**src/rtl/pc_fetch_unit_if.sv**
```systemverilog
// Fetch-stage bundle: redirect/stall controls, instruction-memory handshake
// and the registered instruction presented to the IF/ID register.
interface pc_fetch_unit_if;
  logic        stall;
  logic        branch_taken;
  logic [31:0] branch_target;
  logic        jump;
  logic [31:0] jump_target;
  logic        imem_req;
  logic [31:0] imem_addr;
  logic        imem_ready;
  logic [31:0] imem_rdata;
  logic [31:0] pc;
  logic [31:0] pc_next;
  logic [31:0] instr;
  logic [31:0] instr_pc;
  logic        instr_valid;
  logic        align_err;

  modport slave (
    input  stall, branch_taken, branch_target, jump, jump_target,
    input  imem_ready, imem_rdata,
    output imem_req, imem_addr, pc, pc_next,
    output instr, instr_pc, instr_valid, align_err
  );

  modport master (
    output stall, branch_taken, branch_target, jump, jump_target,
    output imem_ready, imem_rdata,
    input  imem_req, imem_addr, pc, pc_next,
    input  instr, instr_pc, instr_valid, align_err
  );
endinterface

```
**src/rtl/pc_fetch_unit.sv**
```systemverilog
// Program counter and instruction fetch: next-PC selection, imem req/ready
// handshake, redirect squashing and a one-entry skid for responses under stall.
module pc_fetch_unit #(
  parameter logic [31:0] RESET_PC = 32'h0000_0000,
  parameter int          PC_STEP  = 4
) (
  input  logic            i_clk,
  input  logic            i_rst_n,
  pc_fetch_unit_if.slave  bus
);

  typedef enum logic [1:0] {S_BOOT, S_REQ, S_WAIT} state_t;

  state_t      r_state, w_state_next;
  logic [31:0] r_pc, w_pc_next;
  logic [31:0] r_instr, w_instr_next;
  logic [31:0] r_instr_pc, w_instr_pc_next;
  logic        r_instr_valid, w_instr_valid_next;
  logic        r_align_err, w_align_err_next;
  logic        r_pend, w_pend_next;
  logic [31:0] r_pend_target, w_pend_target_next;
  logic        r_skid_valid, w_skid_valid_next;
  logic [31:0] r_skid_data, w_skid_data_next;

  logic        w_req;
  logic        w_resp;
  logic        w_redirect;
  logic [31:0] w_raw_target;
  logic [31:0] w_target;
  logic [31:0] w_pc_plus;

  assign w_pc_plus    = r_pc + 32'(PC_STEP);
  assign w_redirect   = bus.jump | bus.branch_taken;
  assign w_raw_target = bus.jump ? bus.jump_target : bus.branch_target;
  assign w_target     = {w_raw_target[31:2], 2'b00};

  always_ff @(posedge i_clk or negedge i_rst_n) begin
    if (!i_rst_n) begin
      r_state       <= S_BOOT;
      r_pc          <= RESET_PC;
      r_instr       <= 32'h0;
      r_instr_pc    <= 32'h0;
      r_instr_valid <= 1'b0;
      r_align_err   <= 1'b0;
      r_pend        <= 1'b0;
      r_pend_target <= RESET_PC;
      r_skid_valid  <= 1'b0;
      r_skid_data   <= 32'h0;
    end else begin
      r_state       <= w_state_next;
      r_pc          <= w_pc_next;
      r_instr       <= w_instr_next;
      r_instr_pc    <= w_instr_pc_next;
      r_instr_valid <= w_instr_valid_next;
      r_align_err   <= w_align_err_next;
      r_pend        <= w_pend_next;
      r_pend_target <= w_pend_target_next;
      r_skid_valid  <= w_skid_valid_next;
      r_skid_data   <= w_skid_data_next;
    end
  end

  always_comb begin
    w_state_next       = r_state;
    w_pc_next          = r_pc;
    w_instr_next       = r_instr;
    w_instr_pc_next    = r_instr_pc;
    w_instr_valid_next = r_instr_valid;
    w_align_err_next   = 1'b0;
    w_pend_next        = r_pend;
    w_pend_target_next = r_pend_target;
    w_skid_valid_next  = r_skid_valid;
    w_skid_data_next   = r_skid_data;

    // A parked skid word belongs to the current Pc, so no new request until it drains.
    unique case (r_state)
      S_REQ:   w_req = ~bus.stall & ~r_skid_valid;
      S_WAIT:  w_req = 1'b1;
      default: w_req = 1'b0;
    endcase
    w_resp = w_req & bus.imem_ready;

    if (r_state == S_BOOT) w_state_next = S_REQ;

    if (w_redirect) begin
      w_pc_next          = w_target;
      w_instr_valid_next = 1'b0;
      w_align_err_next   = |w_raw_target[1:0];
      w_skid_valid_next  = 1'b0;
      if (w_req && !bus.imem_ready) begin
        // Request still in flight: its response must be swallowed later.
        w_pend_next        = 1'b1;
        w_pend_target_next = w_target;
        w_state_next       = S_WAIT;
      end else begin
        w_pend_next  = 1'b0;
        w_state_next = S_REQ;
      end
    end else if (w_resp) begin
      w_state_next = S_REQ;
      if (r_pend) begin
        w_pend_next        = 1'b0;
        w_pc_next          = r_pend_target;
        w_instr_valid_next = 1'b0;
      end else if (bus.stall) begin
        w_skid_valid_next = 1'b1;
        w_skid_data_next  = bus.imem_rdata;
      end else begin
        w_instr_next       = bus.imem_rdata;
        w_instr_pc_next    = r_pc;
        w_instr_valid_next = 1'b1;
        w_pc_next          = w_pc_plus;
      end
    end else if (bus.stall) begin
      w_state_next = r_state;
      if (r_state == S_BOOT) w_state_next = S_REQ;
    end else if (r_skid_valid) begin
      w_instr_next       = r_skid_data;
      w_instr_pc_next    = r_pc;
      w_instr_valid_next = 1'b1;
      w_pc_next          = w_pc_plus;
      w_skid_valid_next  = 1'b0;
    end else begin
      w_instr_valid_next = 1'b0;
      if (r_state == S_REQ) w_state_next = S_WAIT;
    end
  end

  assign bus.imem_req    = w_req;
  assign bus.imem_addr   = r_pc;
  assign bus.pc          = r_pc;
  assign bus.pc_next     = w_pc_plus;
  assign bus.instr       = r_instr;
  assign bus.instr_pc    = r_instr_pc;
  assign bus.instr_valid = r_instr_valid;
  assign bus.align_err   = r_align_err;

endmodule

```
**src/flat_wrapper.sv**
```systemverilog
// flat-port wrapper written by rule: the top's interface ports become plain ports
module pc_fetch_unit_flat 
#(
  parameter logic [31:0] RESET_PC = 32'h0000_0000,
  parameter int          PC_STEP  = 4
)
  (i_clk, i_rst_n, bus_stall, bus_branch_taken, bus_branch_target, bus_jump, bus_jump_target, bus_imem_ready, bus_imem_rdata, bus_imem_req, bus_imem_addr, bus_pc, bus_pc_next, bus_instr, bus_instr_pc, bus_instr_valid, bus_align_err);
  pc_fetch_unit_if bus_i ();
  input  logic i_clk;
  input  logic i_rst_n;
  input wire logic [$bits(bus_i.stall)-1:0] bus_stall;
  input wire logic [$bits(bus_i.branch_taken)-1:0] bus_branch_taken;
  input wire logic [$bits(bus_i.branch_target)-1:0] bus_branch_target;
  input wire logic [$bits(bus_i.jump)-1:0] bus_jump;
  input wire logic [$bits(bus_i.jump_target)-1:0] bus_jump_target;
  input wire logic [$bits(bus_i.imem_ready)-1:0] bus_imem_ready;
  input wire logic [$bits(bus_i.imem_rdata)-1:0] bus_imem_rdata;
  output wire logic [$bits(bus_i.imem_req)-1:0] bus_imem_req;
  output wire logic [$bits(bus_i.imem_addr)-1:0] bus_imem_addr;
  output wire logic [$bits(bus_i.pc)-1:0] bus_pc;
  output wire logic [$bits(bus_i.pc_next)-1:0] bus_pc_next;
  output wire logic [$bits(bus_i.instr)-1:0] bus_instr;
  output wire logic [$bits(bus_i.instr_pc)-1:0] bus_instr_pc;
  output wire logic [$bits(bus_i.instr_valid)-1:0] bus_instr_valid;
  output wire logic [$bits(bus_i.align_err)-1:0] bus_align_err;
  assign bus_i.stall = bus_stall;
  assign bus_i.branch_taken = bus_branch_taken;
  assign bus_i.branch_target = bus_branch_target;
  assign bus_i.jump = bus_jump;
  assign bus_i.jump_target = bus_jump_target;
  assign bus_i.imem_ready = bus_imem_ready;
  assign bus_i.imem_rdata = bus_imem_rdata;
  assign bus_imem_req = bus_i.imem_req;
  assign bus_imem_addr = bus_i.imem_addr;
  assign bus_pc = bus_i.pc;
  assign bus_pc_next = bus_i.pc_next;
  assign bus_instr = bus_i.instr;
  assign bus_instr_pc = bus_i.instr_pc;
  assign bus_instr_valid = bus_i.instr_valid;
  assign bus_align_err = bus_i.align_err;
  pc_fetch_unit #(.RESET_PC(RESET_PC), .PC_STEP(PC_STEP)) u_core (.i_clk(i_clk), .i_rst_n(i_rst_n), .bus(bus_i));
endmodule
```
**config.mk**
```make
export PLATFORM = sky130hd
export DESIGN_NAME = pc_fetch_unit_flat
export DESIGN_NICKNAME = d
export VERILOG_FILES = /design/src/rtl/pc_fetch_unit_if.sv /design/src/rtl/pc_fetch_unit.sv /design/src/flat_wrapper.sv
export SDC_FILE = /design/constraint.sdc
export NUM_CORES = 1
export LEC_CHECK = 0
export ABC_CLOCK_PERIOD_IN_PS = 2700
export CORE_AREA = 3 3 141 143
export DETAILED_ROUTE_END_ITERATION = 10
export DIE_AREA = 0 0 144 146
export PLACE_DENSITY = 0.77
export SYNTH_ARGS = -nofsm -noshare
export SYNTH_HDL_FRONTEND = slang
export SYNTH_SLANG_ARGS = --single-unit
```
**constraint.sdc**
```tcl
create_clock -name i_clk -period 2.7 [get_ports i_clk]
set_input_delay 0.405 -clock i_clk [delete_from_list [all_inputs] [get_ports i_clk]]
set_output_delay 0.405 -clock i_clk [all_outputs]
set_load 0.05 [all_outputs]
```
; After elaboration in Yosys (flattened, before gate mapping)
; Index checks and enable logic that the tools add are counted.
[word_totals]
register_bits = 164
input_bits = 102
output_inout_bits = 163
wordCells = 80
[op_classes]
n_addsub = 1
eq_ne = 9
muxes = 40
bitwise_logic = 7
reduce_logical = 13
[ops]
columns = op, count
row1 = $mux 32, 17
row2 = $add 32x3->32 const B, 1
row3 = $mux 1, 15
row4 = $mux 2, 7
row5 = $ne 3x1->1 const B, 2
row6 = $ne 3x3->1 const B, 2
row7 = $reduce_and 3->1, 2
row8 = $reduce_and 5->1, 1
row9 = $ne 2x1->1 const B, 2
row10 = $not 1->1, 4
row11 = $reduce_and 2->1, 2
row12 = $reduce_and 4->1, 1
row13 = $reduce_bool 2->1, 2
row14 = $reduce_bool 3->1, 1
row15 = $and 1x1->1, 2
row16 = $eq 2x1->1 const B, 1
row17 = $eq 2x2->1 const B, 1
row18 = $logic_not 2->1, 1
row19 = $ne 2x2->1 const B, 1
row20 = $pmux 1 s2, 1
row21 = $reduce_or 2->1, 1
row22 = $logic_and 1x1->1, 1
row23 = $logic_not 1->1, 1
row24 = $or 1x1->1, 1

; Longest topological paths before layout
; Gate-level depths: netlist of run 1.
[depth]
word_depth = 7
mapped_depth = 11
ltp_nobuf = 7

; Least setup slack after synthesis of run 1
; OpenSTA, ideal clock, no wires.
[synth_timing]
kind = reg-to-output
startpoint = register u_core.r_pc[3], in the netlist u_core.bus.imem_addr[3]
endpoint = output bus_pc_next[22]
arrival_ps = 2658
slack_ps = -363
path_stages_with_launch = 6
path_cell_list = dfrtp_1 ha_1 nand3_1 nor4_1 nand3_1 xnor2_1
[synth_via]
elab_chain_cells = 1
[synth_rtl]
columns = element, line
row1 = "start, declared", pc_fetch_unit.sv:15  ; logic [31:0] r_pc, w_pc_next;
row2 = "start signal, assigned", pc_fetch_unit.sv:51  ; r_pc <= w_pc_next;
row3 = $add 32x3->32, pc_fetch_unit.sv:32  ; assign w_pc_plus = r_pc + 32'(PC_STEP);
row4 = "end, declared", flat_wrapper.sv:21  ; output wire logic [$bits(bus_i.pc_next)-1:0] bus_pc_next;
; Every way passes these cells.

; Worst setup path after layout of run 1
[layout_timing]
startpoint = register u_core.r_pc[4], in the netlist u_core.bus.imem_addr[4]
endpoint = output bus_pc_next[25]
; The elaborated chain is that of the path after synthesis.

==> flow_summary.json, run 1 <==
{
  "status": "complete, no violations",
  "grt_usage_pct": 24.2,
  "numCtsBuffers": 17,
  "initial_utilization_pct": 44.7,
  "dieArea_um2": 21000,
  "synth-adder-area-share_pct": 0.749,
  "clk_pin_slew_ns": 0.07,
  "ys_seq_elements": 160,
  "power_density_nw_per_um2": 1030,
  "placed_cells": 1294,
  "wl_mm": 26.2,
  "postRouteAntennaNets": 0,
  "maxCapViolations": 0,
  "die_w_um": 144,
  "register_area_um2": 4020,
  "fin_skew_ns": 0.0123,
  "synth_seq_area_share_pct": 47.9,
  "drc": 0,
  "drt-wirelength-per-cell_um": 19.5,
  "drive_above_1_share_pct": 18.7,
  "final_nets": 1199,
  "die_h_um": 146,
  "cts_root_buffer": "clkbuf_16",
  "cp-end-kind": "output pin",
  "drt_pass1_iterations": 5,
  "fin_tns_setup_ns": 0,
  "crit_type": "reg -> out",
  "synth_top_family_by_area": "simple AND/OR/NAND/NOR gates",
  "viasPerCell": 5.52,
  "finalSetupViolations": 0,
  "arrival_ns": 2.24,
  "crit_start": "u_core.bus.imem_addr[4]",
  "min_period_over_period_pct": 97.9,
  "cp-start-kind": "flip-flop",
  "syn_avg_cell_area_um2": 9.80,
  "grt_overflow": 0,
  "path_max_fanout": 8,
  "clock_latency_ns": 0.43,
  "cp.required_ns": 2.30,
  "cts_max_level": 4,
  "post-route-min-period_ns": 2.64,
  "worstSetupEndpoint": "bus_pc_next[25]",
  "cts_tree": "built",
  "synthCells": 853,
  "place.port_buffers": 256,
  "drtIter0Drc": 588,
  "antenna_found_initial": 1,
  "synthXorXnorAreaFrac_pct": 2.94,
  "layout-area-overhead-vs-synth_pct": 45.5,
  "reg2reg_depth": 8,
  "syn_area_um2": 8360,
  "fillCellCount": 1483,
  "synth_compound_area_share_pct": 14.1,
  "synth-simple-area-share_pct": 14.9,
  "hp-class": "in -> reg",
  "r2r-end": "u_core.bus.imem_addr[30]",
  "synth-warning-count": 0,
  "clock-sinks": 160,
  "place_congestion": 0.842,
  "dp_hpwl_mm": 18.3,
  "rsz0062_at_grt": "true",
  "tightestPinTransition_ns": 0.984,
  "vias": 7391,
  "grt_max_degree": 61,
  "r2r-start": "u_core.r_state[1]",
  "grt_pass1_vias": 7179,
  "reg2reg_slack_ns": 0.19,
  "muxShareOfSynthArea_pct": 11.6,
  "ir_worst_vdd_mv": 0.832,
  "grt_pass1_wl_mm": 39.8,
  "num_io_pins": 265,
  "leakagePower_nw": 5.59,
  "multi_input_area_um2": 4000,
  "maxSlewViolCount": 0,
  "ys_async_sr_fraction_pct": 100,
  "synth_flop_cell": "dfrtp_1",
  "synth_edf_count": 0,
  "max_freq_mhz": 378,
  "hold_viol": 0,
  "layout.cells.non_filler": 1340,
  "synth_cell_types": 63,
  "num_rows": 50,
  "core_area_um2": 18700,
  "slew_headroom_pct": 34.3,
  "clockBufferDepth": 2
}
==> cells in the final DEF (no fill, tap or decap), types with 4 or more instances in the layout <==
| master | n |
|---|---|
| buf_12 | 24 |
| nand3_2 | 4 |
| inv_1 | 10 |
| and4_1 | 4 |
| conb_1 | 8 |
| or3_1 | 8 |
| xor2_2 | 4 |
| dfrtp_1 | 146 |
| nor2_1 | 22 |
| clkdlybuf4s50_1 | 227 |
| a221o_1 | 8 |
| mux2i_1 | 60 |
| a22oi_1 | 14 |
| o211ai_1 | 7 |
| xnor2_1 | 10 |
| a21oi_1 | 19 |
| mux2_2 | 33 |
| a221oi_1 | 5 |
| nor3_1 | 7 |
| clkbuf_16 | 17 |
| a222oi_1 | 8 |
| o21ai_0 | 86 |
| nand2_1 | 169 |
| clkinv_4 | 4 |
| dfrtp_2 | 14 |
| buf_4 | 58 |
| nand3_1 | 19 |
| and3_1 | 5 |
| nand4_1 | 9 |
| xnor2_2 | 10 |
==> critical path: stages (launching register included) <==
cell and delay, ns:
dfrtp_2 0.45, and4_2 0.31, buf_4 0.16, and4_2 0.31, nand3_2 0.15, xnor2_2 0.25
buf_12 0.17
==> cell usage after synthesis, drive strengths merged (8+ instances only) <==
cell type	n	area (µm²)
a21oi	20	104
a221o	8	80.1
a222oi	8	80.1
a22oi	15	126
buf	65	475
clkbuf	35	135
dfrtp	160	4000
inv	10	37.5
mux2	33	372
mux2i	60	601
nand2	169	634
nand3	24	125
nand4	9	56.3
nor2	24	92.6
nor3	10	50.1
o21ai	89	445
or3	9	56.3
xnor2	21	184
==> power breakdown <==
group,internal [mW],switching [mW],total [mW]
registers,3.21,0.541,3.75
logic,2.27,4.15,6.42
clock network,1.33,1.08,2.41
==> state kept, by name, summed over array words and instances (netlist names) <==
name,count
u_core.bus.instr_pc,30
u_core.r_state,2
u_core.r_pend,1
u_core.bus.instr_valid,1
u_core.bus.imem_addr,30
u_core.r_pend_target,30
u_core.r_skid_data,32
u_core.bus.instr,32
u_core.bus.align_err,1
u_core.r_skid_valid,1
==> metal layers <==
layer,GRT usage (%),up-vias,routed length [µm]
li1,-,3422,-
met1,31.4,3584,10700
met2,38.8,348,12500
met3,6.93,37,2330
met4,8.05,0,636
met5,0,-,0
==> repair_timing <==
action / CTS / global route
pin swaps: 4 / 6
hold buffers: 1 / 0
buffers inserted: 4 / 7
setup endpoints to repair: 8 / 34
resized for setup: 4 / 19
cloned: 0 / 1
hold endpoints to repair: 54 / 0
==> worst min-delay path by stage <==
stage / start / to / cells after the start / slack (ns)
floorplan: i_rst_n / u_core.bus.align_err / 0 / 0.11
global placement: i_rst_n / u_core.bus.instr_pc[27] / 1 / 0.42
detailed placement: i_rst_n / u_core.bus.instr_pc[24] / 1 / 0.42
CTS: bus_jump / u_core.bus.align_err / 2 / 0.38
global route: bus_jump / u_core.bus.align_err / 2 / 0.40
finish: bus_jump / u_core.bus.align_err / 2 / 0.38
==> per-stage QoR <==
stage	cell area [µm²]	hold slack (ns)	power, mW	util, %	setup slack (ns)
floorplan	8550	0.109	7.87	-	-0.0416
global placement	11400	0.423	10.0	60.8	0.0832
detailed placement	11400	0.424	10.1	60.8	0.0511
CTS	12000	0.378	12.6	64.2	0.0212
global route	12200	0.398	13.2	65.0	-0.0427
finish	12200	0.385	12.6	65.0	0.0560
==> cell families after synthesis <==
kind of cell	count (synthesis)
other	1
multiplexers	93
flip-flops	160
buffers and inverters	110
XOR/XNOR	28
adder cells (fa/ha/maj)	5
AND/OR/NAND/NOR	274
AO/OA/AOI/OAI	182
==> area by class of cell <==
type / count / share of cell area (%)
timing repair buffer: 312 / 26.4
inverter: 10 / 0.309
tap: 234 / 2.41
clock buffer: 18 / 3.61
multi-input combinational: 591 / 32.9
sequential: 160 / 33.1
antenna: 1 / 0.0206
clock inverter: 14 / 1.25
(Power assumes the default switching activity.)
==> run 2: changes to the inputs <==
- CELL_PAD_IN_SITES_DETAIL_PLACEMENT: not set -> 0
- CELL_PAD_IN_SITES_GLOBAL_PLACEMENT: not set -> 1
- CORE_AREA: 3 3 141 143 -> 3 3 159 161
- DIE_AREA: 0 0 144 146 -> 0 0 162 164
- PLACE_DENSITY: 0.77 -> not set
- PLACE_DENSITY_LB_ADDON: not set -> 0.1
==> flow_summary.json, run 2 (synthesis results as in run 1) <==
{
  "drt_pass1_iterations": 5,
  "num_io_pins": 265,
  "post-route-min-period_ns": 2.68,
  "placed_cells": 1396,
  "fin_ws_ns": 0.0215,
  "place_congestion": 0.793,
  "rsz0062_at_grt": "true",
  "hold_viol": 0,
  "core_area_um2": 24100,
  "clock_latency_ns": 0.43,
  "die_w_um": 162,
  "place_area_um2": 11600,
  "multi_input_area_um2": 3950,
  "grt_usage_pct": 20.2,
  "drc": 0,
  "num_rows": 57,
  "grt_pass1_wl_mm": 41.9,
  "crit_type": "reg -> out",
  "maxSlewViolCount": 0,
  "dp_hpwl_mm": 19.3,
  "leakagePower_nw": 5.66,
  "numCtsBuffers": 17,
  "max_freq_mhz": 373,
  "cp-end-kind": "output pin",
  "slew_headroom_pct": 38.9,
  "cp.required_ns": 2.30,
  "antenna_found_initial": 1,
  "reg2reg_slack_ns": 0.30,
  "grt_max_degree": 69,
  "min_period_over_period_pct": 99.2,
  "postRouteAntennaNets": 0,
  "clockBufferDepth": 2,
  "layout.cells.non_filler": 1438,
  "power_density_nw_per_um2": 1020,
  "cts_max_level": 4,
  "drtIter0Drc": 469,
  "drive_above_1_share_pct": 18.8,
  "initial_utilization_pct": 34.7,
  "dieArea_um2": 26600,
  "p_total_mw": 12.6,
  "vias": 7124,
  "clk_pin_slew_ns": 0.07,
  "final_common_cell": "clkdlybuf4s50_1",
  "cts_tree": "built",
  "finalSetupViolations": 0,
  "fin_skew_ns": 0.0116,
  "path_max_fanout": 3,
  "final_nets": 1208,
  "maxCapViolations": 0,
  "drt-wirelength-per-cell_um": 18.5,
  "final_area_um2": 12400,
  "clock-sinks": 160,
  "grt_overflow": 0,
  "hp-class": "in -> reg",
  "cts_root_buffer": "clkbuf_16",
  "layout-area-overhead-vs-synth_pct": 47.9,
  "cp-start-kind": "flip-flop",
  "place.port_buffers": 256,
  "die_h_um": 164,
  "tightestPinTransition_ns": 0.914,
  "ir_worst_vdd_mv": 0.664,
  "arrival_ns": 2.27,
  "viasPerCell": 4.95,
  "register_area_um2": 4020,
  "fillCellCount": 2289,
  "post-place-ws_ns": 0.145,
  "status": "complete, no violations",
  "num_antenna_cells": 0,
  "wl_mm": 26.6,
  "mostFrequentLayoutCells": "227 x clkdlybuf4s50_1, 169 x nand2_1, 148 x dfrtp_1",
  "grt_pass1_vias": 7282
}
run 2: cell type report:
class	count	share of cell area [%]
clock buffer	18	3.55
sequential	160	32.5
inverter	10	0.304
clock inverter	14	1.32
multi-input combinational	590	32.0
tap	324	3.28
timing repair buffer	322	27.0
run 2: path summary, 6_finish.rpt:
check,to,cells past startpoint,startpoint
hold reg to reg,u_core.bus.instr_pc[10],2,u_core.bus.instr_pc[10]
setup reg to reg,u_core.bus.imem_addr[22],10,u_core.r_state[1]
min in group asynchronous,u_core.bus.instr_pc[11],2,i_rst_n
hold / removal,u_core.r_skid_valid,3,bus_jump
setup / recovery,bus_pc_next[31],6,u_core.bus.imem_addr[20]
max in group asynchronous,u_core.r_skid_data[9],3,i_rst_n
run 2: layer usage:
| metal | part of all wire [%] | track usage, % | wire (µm) | up-vias |
|---|---|---|---|---|
| met1 | 44 | 27.2 | 11800 | 3438 |
| li1 | - | - | - | 3456 |
| met4 | 1.6 | 5.35 | 412 | 2 |
| met3 | 7.1 | 6.13 | 1880 | 25 |
| met2 | 47 | 32.1 | 12500 | 203 |
| met5 | 0.049 | 0 | 13 | - |
run 2: power breakdown:
part / switching (mW) / internal (mW) / total [mW] / leakage [nW]
combinational: 4.13 / 2.31 / 6.44 / 3.29
clock: 1.17 / 1.28 / 2.45 / 0.297
sequential: 0.534 / 3.21 / 3.74 / 2.07
run 2: timing repair:
action / in CTS / in global routing
setup endpoints to repair: 9 / 12
hold buffers: 1 / 0
buffers inserted: 2 / 7
resized for setup: 2 / 13
pin swaps: 2 / 4
hold endpoints to repair: 42 / 0
gates cloned: 0 / 0
run 2: critical path, stage by stage (launching register included):
cell and delay (ns):
dfrtp_2 0.37, nand4_1 0.17, or4_4 0.57, nor4_4 0.23, buf_4 0.18, xor2_4 0.17
buf_12 0.16
run 2: per-stage QoR:
step                      util [%]  hold slack, ns  TNS [ns]
after floorplan                  -           0.109   -0.0416
after global placement        48.2           0.372         0
after detailed placement      48.2           0.376         0
after CTS                     50.8           0.420         0
after global routing          51.3           0.439    -0.246
final                         51.3           0.433         0
==> run 3: changes to the inputs <==
- ABC_CLOCK_PERIOD_IN_PS: 2700 -> 2400
- CORE_AREA: 3 3 159 161 -> 2 2 165 167
- DIE_AREA: 0 0 162 164 -> 0 0 167 169
- PLACE_DENSITY: not set -> 0.87
- PLACE_DENSITY_LB_ADDON: 0.1 -> not set
- clock period: 2.7 -> 2.4 ns (I/O delays scaled with it)
==> flow_summary.json, run 3 (synthesis results as in run 1) <==
{
  "path_cells": "buf_6 > and4_4 > nand4_1 > buf_6 > nor4_4 > buf_4 > xor2_4 > buf_12",
  "cp.required_ns": 2.04,
  "hp-class": "in -> reg",
  "crit_slowest_cell": "dfrtp_2",
  "clock_latency_ns": 0.43,
  "mostFrequentLayoutCells": "224 x clkdlybuf4s50_1, 165 x nand2_1, 139 x dfrtp_1",
  "clk_pin_slew_ns": 0.07,
  "max_freq_mhz": 389,
  "fin_tns_setup_ns": -1.26,
  "die_h_um": 169,
  "p_int_mw": 7.97,
  "clockPowerShare_pct": 19.2,
  "power_density_nw_per_um2": 1110,
  "busiest_layer": "met2",
  "fin_skew_ns": 0.0131,
  "cp-end-kind": "output pin",
  "core_area_um2": 26500,
  "num_rows": 60,
  "cts_tree": "built",
  "slew_headroom_pct": 55.6,
  "place_area_um2": 11900,
  "min_path_cells": 3,
  "path_max_fanout": 7,
  "reg2reg_depth": 9,
  "numCtsBuffers": 17,
  "fillCellCount": 2397,
  "antenna_found_initial": 6,
  "hold_viol": 0,
  "use_met3_pct": 5.35,
  "initial_utilization_pct": 31.5,
  "leakagePower_nw": 6.07,
  "p_sw_share_pct": 45.9,
  "crit_type": "reg -> out",
  "switchingPower_mw": 6.75,
  "gr-usage-met2_pct": 32.2,
  "min_period_over_period_pct": 107,
  "whs_endpoint": "u_core.r_skid_valid",
  "r2r-end": "u_core.bus.imem_addr[22]",
  "drive_above_1_share_pct": 25.2,
  "cts_max_level": 4,
  "maxCapViolations": 0,
  "p_total_mw": 14.7,
  "final_nets": 1243,
  "comb_power_share_pct": 52.2,
  "rsz0062_at_grt": "true",
  "min_from": "bus_jump",
  "r2r-start": "u_core.r_state[0]",
  "crit_top_cell": "buf_6",
  "dp_hpwl_mm": 19.6,
  "dieArea_um2": 28200,
  "arrival_ns": 2.21,
  "grt_overflow": 0,
  "fin_ws_ns": -0.168,
  "drc": 0,
  "placed_cells": 1420,
  "clock-sinks": 160,
  "maxSlewViolCount": 0,
  "clockBufferDepth": 2,
  "vias": 7664,
  "post-route-min-period_ns": 2.57,
  "place.port_buffers": 256,
  "viasPerCell": 5.13,
  "finalSetupViolations": 16,
  "grt_max_degree": 61,
  "cp-start-kind": "flip-flop",
  "drt_pass1_iterations": 7,
  "layout-area-overhead-vs-synth_pct": 58.4,
  "grt_pass1_vias": 7492,
  "pwr-share-seq_pct": 28.6,
  "final_area_um2": 13200,
  "reg2reg_slack_ns": 0.10,
  "drtIter0Drc": 567,
  "grt_pass1_wl_mm": 42.5,
  "ir_worst_vdd_mv": 0.775,
  "final_common_cell": "clkdlybuf4s50_1",
  "slowest_delay_ns": 0.40,
  "layout.cells.non_filler": 1493,
  "cts_root_buffer": "clkbuf_16",
  "grt_usage_pct": 19.3,
  "postRouteAntennaNets": 0,
  "grt_use_met1_pct": 24.2,
  "tightestPinTransition_ns": 0.664,
  "die_w_um": 167,
  "wl_mm": 28.1,
  "num_io_pins": 265,
  "place_congestion": 0.817,
  "drt-wirelength-per-cell_um": 18.8,
  "violations": "setup timing",
  "status": "finished with violations"
}
==> run 3: cell types whose count changed in the layout (fill, tap and decap cells not counted), moves of 4 or more <==
cell	change
dfrtp_1	-9
xnor2_1	-6
buf_6	+9
nand3_1	-8
buf_4	+16
nand3_4	+7
nand2_1	-4
buf_12	+9
dfrtp_2	+9
xnor2_4	+8
==> run 3: worst max path at each step <==
| stage | from | to | slack, ns | depth (start not counted) |
|---|---|---|---|---|
| 2_1_floorplan | u_core.bus.imem_addr[10] | bus_pc_next[21] | -0.09 | 5 |
| 3_3_place_gp | bus_stall | u_core.bus.imem_addr[25] | 0.02 | 8 |
| 3_5_place_dp | bus_stall | u_core.bus.instr[4] | -0.02 | 7 |
| 4_1_cts | u_core.bus.imem_addr[3] | bus_pc_next[20] | -0.15 | 7 |
| 5_1_grt | u_core.bus.imem_addr[2] | bus_pc_next[31] | -0.24 | 8 |
| 6_report | u_core.bus.imem_addr[3] | bus_pc_next[31] | -0.17 | 8 |
==> run 3: final cells by class <==
class | instances | area [µm²] | share of cell area [%]
Multi-Input combinational cell | 590 | 4330 | 32.7
Tap cell | 341 | 427 | 3.22
Timing Repair Buffer | 357 | 3800 | 28.7
Clock inverter | 15 | 181 | 1.37
Inverter | 10 | 37.5 | 0.284
Sequential cell | 160 | 4030 | 30.5
Antenna cell | 3 | 7.51 | 0.0567
Clock buffer | 17 | 425 | 3.21
==> run 3: power groups by stage <==
stage	clock (mW)	sequential, mW	combinational, mW
floorplan	0	6.18	2.71
global placement	0	4.23	7.31
detailed placement	0	4.24	7.42
CTS	2.88	4.20	7.57
global route	2.99	4.32	8.10
finish	2.82	4.21	7.69
==> run 3: layer usage <==
metal / vias to the layer above / wire length (µm) / part of all wire [%]
met4: 6 / 570 / 2.0
met3: 44 / 2060 / 7.3
li1: 3530 / - / -
met1: 3789 / 11700 / 42
met2: 295 / 13700 / 49
met5: - / 36 / 0.13
==> run 3: critical path: cells and delay by family (launching register included) <==
kind / cells / cell delay [ns]
buffers and inverters: 4 / 0.63
AND/OR/NAND/NOR: 3 / 0.57
flip-flops: 1 / 0.40
XOR/XNOR: 1 / 0.17
==> run 3: metrics by stage <==
step                hold WS, ns  setup slack (ns)  utilization, %
global placement          0.362            0.0220            45.0
finish                    0.449            -0.168            49.9
global route              0.445            -0.238            49.9
CTS                       0.423            -0.153            48.6
detailed placement        0.360           -0.0212            45.0
floorplan                0.0644           -0.0855               -
==> run 3: repair_timing <==
action | CTS | global route
buffers inserted | 19 | 16
setup endpoints to repair | 22 | 63
pin swaps | 21 | 15
hold buffers | 1 | 0
gates cloned | 0 | 2
endpoints found under the hold margin | 47 | 0
gates resized for setup | 46 | 33
